## src/rtl/pipeline_trace_unit.sv

```systemverilog
// In-flight instruction tracker: shadows pipeline stage occupancy under the core's
// stall/flush controls and emits one retire record per completed instruction.
module pipeline_trace_unit #(
  parameter int NUM_STAGES = 5,
  parameter int PC_W       = 16,
  parameter int CNT_W      = 8,
  parameter int CYC_W      = 32
) (
  input  logic                              clk,
  input  logic                              rst,
  input  logic                              fetch_valid,
  input  logic [PC_W-1:0]                   fetch_pc,
  input  logic [NUM_STAGES-1:0]             stall,
  input  logic [NUM_STAGES-1:0]             flush,
  output logic                              retire_valid,
  output logic [PC_W-1:0]                   retire_pc,
  output logic [CNT_W-1:0]                  retire_latency,
  output logic [CNT_W-1:0]                  retire_stall_cycles,
  output logic [CYC_W-1:0]                  retire_cycle,
  output logic [CYC_W-1:0]                  cycle_count,
  output logic [CYC_W-1:0]                  retired_count,
  output logic [CYC_W-1:0]                  squashed_count,
  output logic [$clog2(NUM_STAGES+1)-1:0]   occupancy
);

  localparam int OCC_W = $clog2(NUM_STAGES + 1);
  localparam int LAST  = NUM_STAGES - 1;

  logic [NUM_STAGES-1:0] vld;
  logic [NUM_STAGES-1:0] hold;
  logic [NUM_STAGES-1:0] kill;
  logic [NUM_STAGES-1:0] killed;
  logic [PC_W-1:0]       pc  [NUM_STAGES];
  logic [CNT_W-1:0]      age [NUM_STAGES];
  logic [CNT_W-1:0]      stl [NUM_STAGES];
  logic                  retire_fire;

  function automatic logic [CNT_W-1:0] sat_inc(input logic [CNT_W-1:0] x);
    return (x == {CNT_W{1'b1}}) ? x : x + CNT_W'(1);
  endfunction

  function automatic logic [CYC_W-1:0] popcnt(input logic [NUM_STAGES-1:0] v);
    logic [CYC_W-1:0] n;
    n = '0;
    for (int i = 0; i < NUM_STAGES; i++) n = n + CYC_W'(v[i]);
    return n;
  endfunction

  // A stall or flush at stage k reaches every younger stage 0..k.
  always_comb begin
    hold = '0;
    kill = '0;
    for (int j = 0; j < NUM_STAGES; j++) begin
      hold[j] = |(stall >> j);
      kill[j] = |(flush >> j);
    end
  end

  assign retire_fire = vld[LAST] & ~hold[LAST] & ~kill[LAST];
  assign killed      = vld & kill;
  assign occupancy   = OCC_W'(popcnt(vld));

  always_ff @(posedge clk or posedge rst) begin
    if (rst) begin
      vld <= '0;
    end else begin
      if (kill[0])       vld[0] <= 1'b0;
      else if (!hold[0]) vld[0] <= fetch_valid;
      for (int j = 1; j < NUM_STAGES; j++) begin
        if (kill[j] || (!hold[j] && hold[j-1])) vld[j] <= 1'b0;
        else if (!hold[j])                      vld[j] <= vld[j-1];
      end
    end
  end

  // Payload carries no reset; it is only observed while the matching valid is set.
  always_ff @(posedge clk) begin
    if (!hold[0]) begin
      pc[0]  <= fetch_pc;
      age[0] <= CNT_W'(1);
      stl[0] <= '0;
    end else if (vld[0]) begin
      age[0] <= sat_inc(age[0]);
      stl[0] <= sat_inc(stl[0]);
    end
    for (int j = 1; j < NUM_STAGES; j++) begin
      if (hold[j]) begin
        if (vld[j]) begin
          age[j] <= sat_inc(age[j]);
          stl[j] <= sat_inc(stl[j]);
        end
      end else begin
        pc[j]  <= pc[j-1];
        age[j] <= sat_inc(age[j-1]);
        stl[j] <= stl[j-1];
      end
    end
  end

  always_ff @(posedge clk or posedge rst) begin
    if (rst) begin
      retire_valid        <= 1'b0;
      retire_pc           <= '0;
      retire_latency      <= '0;
      retire_stall_cycles <= '0;
      retire_cycle        <= '0;
      cycle_count         <= '0;
      retired_count       <= '0;
      squashed_count      <= '0;
    end else begin
      cycle_count    <= cycle_count + CYC_W'(1);
      squashed_count <= squashed_count + popcnt(killed);
      retire_valid   <= retire_fire;
      if (retire_fire) begin
        retire_pc           <= pc[LAST];
        retire_latency      <= age[LAST];
        retire_stall_cycles <= stl[LAST];
        retire_cycle        <= cycle_count;
        retired_count       <= retired_count + CYC_W'(1);
      end
    end
  end

endmodule

```

## config.mk

```make
export PLATFORM = sky130hd
export DESIGN_NAME = pipeline_trace_unit
export DESIGN_NICKNAME = d
export VERILOG_FILES = /design/src/rtl/pipeline_trace_unit.sv
export SDC_FILE = /design/constraint.sdc
export NUM_CORES = 1
export LEC_CHECK = 0
export CAP_MARGIN = 10
export CORE_MARGIN = 3
export CORE_UTILIZATION = 59
export CTS_CLUSTER_DIAMETER = 80
export DETAILED_ROUTE_END_ITERATION = 10
export PLACE_DENSITY = 0.93
export SLEW_MARGIN = 0
export SYNTH_ARGS = -nofsm -noshare
export SYNTH_HDL_FRONTEND = slang
export SYNTH_SLANG_ARGS = --single-unit
```

## constraint.sdc

```tcl
create_clock -name clk -period 10.4 [get_ports clk]
set_clock_uncertainty 0.2 [all_clocks]
set_input_delay 2.08 -clock clk [delete_from_list [all_inputs] [get_ports clk]]
set_output_delay 2.08 -clock clk [all_outputs]
set_load 0.005 [all_outputs]
```

# Yosys cells after proc, flatten, opt, wreduce, memory -nomap -nowiden
# Memory sizes are Yosys's and may differ from the RTL's. A register that Yosys moved wholly into a read port is not among the register bits.
# Index checks and enable logic that the tools add are counted.
totals:
  ff_bits: 150
  mem_bits_rw: 160
  input_bits: 29
  output_inout_bits: 164
  mem_count: 3
mem_list:
  columns: ["memory", "words", "width", "rd", "rd_ports_with_merged_regs", "write_ports", "line_no", "source"]
  rows:
  - ["pc", 5, 16, 5, 1, 5, "33", "logic [PC_W-1:0] pc [NUM_STAGES];"]
  - ["age", 5, 8, 5, 0, 5, "34", "logic [CNT_W-1:0] age [NUM_STAGES];"]
  - ["stl", 5, 8, 5, 0, 5, "35", "logic [CNT_W-1:0] stl [NUM_STAGES];"]
classes:
  addsub: 21
  n_eq_ne: 15
  mux: 50
  n_bitwise: 15
  n_reduce_logical: 20
op_table:
  columns: ["op", "count"]
  rows:
  - ["$mux W8", 20]
  - ["$add A8 B1 Y8 const B", 10]
  - ["$eq A8 B8 Y1 const B", 10]
  - ["$add A32 B1 Y32 const B", 2]
  - ["$add A32 B5 Y32", 1]
  - ["$mux W1", 30]
  - ["$ne A2 B1 Y1 const B", 5]
  - ["$or A1 B1 Y1", 10]
  - ["$reduce_or A5 Y1", 2]
  - ["$reduce_or A4 Y1", 2]
  - ["$add A2 B1 Y3", 2]
  - ["$add A3 B1 Y3", 2]
  - ["$reduce_or A3 Y1", 2]
  - ["$add A4 B1 Y5", 1]
  - ["$and A5 B5 Y5", 1]
  - ["$add A1 B1 Y2", 2]
  - ["$add A3 B1 Y4", 1]
  - ["$logic_and A1 B1 Y1", 4]
  - ["$logic_not A1 Y1", 4]
  - ["$logic_or A1 B1 Y1", 4]
  - ["$reduce_or A2 Y1", 2]
  - ["$and A1 B1 Y1", 2]
  - ["$not A1 Y1", 2]

# Depth between registers and ports, before layout
depth:
  ltp_word: 7
  ltp_mapped: 14
  mapped_depth_nobuf: 14

# Least setup slack after synthesis
# OpenSTA, ideal clock, no wires.
synth_timing:
  path_type: "input to register"
  from: "input flush[4]"
  to: "register squashed_count[18]"
  arrival_ps: 5680
  required_ps: 10121
  slack_ps: 4441
  cell_stages: 14
  path_cell_list: "or4_1 o21a_1 fa_1 inv_1 fa_1 inv_1 ha_1 inv_1 fa_1 nand2b_1 a2111o_1 or2_2 nor2_1 xor2_1"
synth_via:
  elab_chain_cells: 7
  word_cells_on_any_way: 10
  classes_between: "5 x add/sub; 1 x bitwise; 4 x reduce/logical"
synth_rtl:
  columns: ["item", "line_no", "source"]
  rows:
  - ["start: declaration", "14", "input logic [NUM_STAGES-1:0] flush,"]
  - ["$reduce_or A5 Y1 or $reduce_or A4 Y1 (tied branches)", "55", "kill[j] = |(flush >> j);"]
  - ["$and A5 B5 Y5 (*)", "60", "assign killed = vld & kill;"]
  - ["$add A1 B1 Y2", "45", "for (int i = 0; i < NUM_STAGES; i++) n = n + CYC_W'(v[i]);"]
  - ["$add A2 B1 Y3", "45", null]
  - ["$add A3 B1 Y4", "45", null]
  - ["$add A4 B1 Y5 (*)", "45", null]
  - ["$add A32 B5 Y32 (*)", "112", "squashed_count <= squashed_count + popcnt(killed);"]
  - ["end signal: assignment", "112", null]
  - ["end: declaration", "22", "output logic [CYC_W-1:0] squashed_count,"]
# Every way passes the cells marked *; elsewhere a longest branch is shown, timed or not.
# A chain may end at the register's enable or synchronous reset.

# Worst setup path in the final report
layout_timing:
  from: "input flush[4]"
  to: "register squashed_count[20]"
# Same word-level chain as after synthesis.

==> impl_results.md <==
- Status: completed
- Tmin final: roughly 6400 ps
- Max_slew headroom: 0.267
- Post-CTS setup repair buffer count: 0
- Max VDD drop: 0.162 mV
- Setup ws final: 4010 ps
- Vias per cell: between 5 and 6
- Reg2reg setup slack: 6390 ps
- Area after DPL: about 16,000 µm²
- Clk network pwr share: 0.446
- GRT Residual Overflow: 0
- Iter 0 DRT Violations: 725
- Crit path from: flush[4]
- # fillers: around 1,400
- Final slew viol count: 0
- CTS sink cnt: ~330
- Max cap viols: 0
- Main synth FF type: dfrtp_1
- Pint: 0.00209 W
- Gr usage total: 0.227
- Endpoints failing setup: 0
- Synthesized cell area: 13,900 µm²
- Area of the multi-input gates: between 4000 and 5000 µm²
- R2r endpoint: squashed_count[20]
- Hold buffer count at cts: 0
- Syn-to-layout area delta: 24.3%
- Die H: between 150 and 200 µm
- Vias in the first global route: about 9,000
- H-tree Lvls: 2
- Min-Delay Path Depth: 0
- Initial antenna violation count: 0
- Worst hold path class: register to register
- CTS root buf: clkbuf_16
- Worst r2r src: vld[0]
- Syn Nets: roughly 1,100
- Fin util: 0.754
- Seq/Total Area, Yosys: 0.644
- Ratio of cells with drive above 1 in the final layout: 0.111
- Core ar.: approximately 23,000 µm²
- Critical Path Fanout Max: 8
- Die W: between 150 and 200 µm
- Place WS: between 3000 and 4000 ps
- Crit path kind: input pin to register
- Worst-Margin Slew: between 1000 and 1500 ps
- Number of port buffers: 192
- FF/Latch Area: 8960 µm²
- Seq pwr share: 0.525
- FFs w/ async S/R, synth: 0.509
- Post-synth EDFFs: 160
- Hold EP: pc[2][3]
- Post-route ant nets: 0
- Ys Warns: 0
- Final hold vios: 0
- Die area: ~25,000 µm²
- Total CTS buffers: 34
- Hold_sp: pc[1][3]
- CTS tree: built
- Gpl congestion: around 0.84
- First-pass GRT wire length: about 47,000 µm
- I/O pin count: 193
- Setup TNS: 0 ps
- # rows: 55
- Period utilisation layout: 0.614
- NetSw: approximately 0.00056 W
- Drt pass-1 iters: 4
- Initial core utilization: 0.607
- Pwr dens: between 150 and 200 nW/µm²
- Fmax: around 160 MHz
- Leak pwr: approximately 7 nW
- Reg2Reg Depth: 13
- Worst EP arrival: between 6000 and 7000 ps
- #FFs+latches synth: 326
- RSZ-0062 raised after global routing: no
- Syn Area/Cell: about 13 µm²
- Routed Wire Length: a little under 30,000 µm
- Ant. Diodes: 0
- Insertion delay to the later sink of the worst-skew pair: between 500 and 600 ps
- Placed wire-length estimate: between 15,000 and 20,000 µm
- DRC: 0
- Synth Instances: 1,054
- CP required: about 11,000 ps
- WL per Instance: approximately 18 µm
- Setup crit start kind: input pin
- Logic pwr share: 0.029
- Yosys cell types: 52
- Largest net degree at the start of global routing: around 100
- Post-CTS resize count: 0
- Endpoint type of the worst setup path: register
- Switching Share: 0.212
- CTS clk-pin slew, worst paths: approximately 60 ps
- Final net count: about 1,300
- Vias: around 9,000
- Clock Path Buffers: 3
- Design area: between 15,000 and 20,000 µm²
## state kept, by name (all words and copies together) (netlist names)
| signal | cells |
|---|---|
| stl | 40 |
| retire_latency | 8 |
| age | 40 |
| retire_valid | 1 |
| retired_count | 32 |
| retire_stall_cycles | 8 |
| squashed_count | 32 |
| pc | 80 |
| retire_cycle | 32 |
| cycle_count | 32 |
| vld | 5 |
| retire_pc | 16 |
## Yosys cell counts, types with 2 or more instances
library cell	number	area share
and2_1	4	0.0018
or3_1	3	0.0013
fa_1	5	0.0072
nor4_2	2	0.0018
nand4_1	27	0.012
and4_1	8	0.0050
a211oi_1	3	0.0016
dfrtp_1	166	0.30
buf_1	9	0.0024
or2_2	6	0.0027
nand3b_1	2	0.0011
o21ai_0	51	0.018
inv_1	20	0.0054
nor4_1	6	0.0027
ha_1	17	0.015
mux2i_1	31	0.022
a21oi_1	16	0.0058
nand2b_1	13	0.0058
nand2_1	101	0.027
xnor2_1	85	0.054
xor2_1	49	0.031
o211ai_1	3	0.0016
edfxtp_1	160	0.35
clkbuf_1	7	0.0019
buf_2	7	0.0025
nor3_1	10	0.0036
nor3b_1	2	0.0011
mux2_2	68	0.055
a31oi_1	2	0.00090
nor2_1	56	0.015
nand3_1	67	0.024
and3_1	28	0.013
## logic make-up (layout without fill, tap and decap cells)
group | count (synthesis) | after routing | share of synthesized area
buf+inv | 45 | 279 | 0.0130
xor+xnor | 134 | 134 | 0.0844
mux | 99 | 99 | 0.0774
compound gates | 83 | 83 | 0.0337
fa+ha+maj | 22 | 22 | 0.0225
simple gates | 345 | 345 | 0.125
flops | 326 | 326 | 0.644
## metal layers
metal | wire [µm] | up-vias | track usage
li1 | - | 4199 | -
met1 | 12000 | 4443 | 0.297
met2 | 14600 | 336 | 0.389
met3 | 1750 | 55 | 0.0385
met4 | 704 | 0 | 0.0740
met5 | 0 | - | 0
## worst max path at each step
stage / endpoint / slack, ps
floorplan: cycle_count[0] / 3630
global placement: squashed_count[18] / 3650
detailed placement: squashed_count[20] / 3510
CTS: squashed_count[20] / 4000
global route: squashed_count[20] / 3830
finish: squashed_count[20] / 4010
## cells in the final DEF, fill, tap and decap left out, types with 5 or more instances in the layout
cell             count
xnor2_1             85
and4_1               8
nand4_1             27
clkbuf_1             9
clkinv_2             5
nor4_1               6
ha_1                17
inv_1               19
edfxtp_1           160
xor2_1              49
or2_2                6
mux2i_1             31
o21ai_0             51
nand3_1             67
fa_1                 5
mux2_2              68
nand2_1            101
nor2_1              55
and3_1              28
clkbuf_16           34
a21oi_1             16
dfrtp_1            166
clkbuf_8             6
clkdlybuf4s50_1    192
nand2b_1            13
nor3_1              10
## critical path: stages
cell and delay (ps):
clkdlybuf4s50_1 570, or4_1 650, o21a_1 230, fa_1 500, inv_1 60, fa_1 460, inv_1 70, ha_1 180
inv_1 60, fa_1 390, nand2b_1 230, a2111o_1 500, or2_2 330, nor2_1 130, xor2_1 170
## final cells by class
cell class	count	share of cell area
inverters	21	0.00485
clock inverters	13	0.00847
multi-input cells	683	0.277
well taps	313	0.0227
flip-flops and latches	326	0.518
repair buffers	196	0.113
clock buffers	49	0.0560
## through the flow
stage	total power, W	std cells	hold slack (ps)
2_1_floorplan	0.00146	1054	200
3_3_place_gp	0.00149	1539	201
3_5_place_dp	0.00149	1539	205
4_1_cts	0.00267	1601	213
5_1_grt	0.00274	1601	216
6_report	0.00265	1601	212
## power groups by stage
stage                     clock network (W)  registers (W)   logic, W
after floorplan                           0        0.00141  0.0000504
after global placement                    0        0.00141  0.0000732
after detailed placement                  0        0.00141  0.0000771
after CTS                           0.00120        0.00139  0.0000786
after global routing                0.00126        0.00139  0.0000873
final                               0.00118        0.00139  0.0000775
No activity file was read; power rests on OpenSTA's default activity.
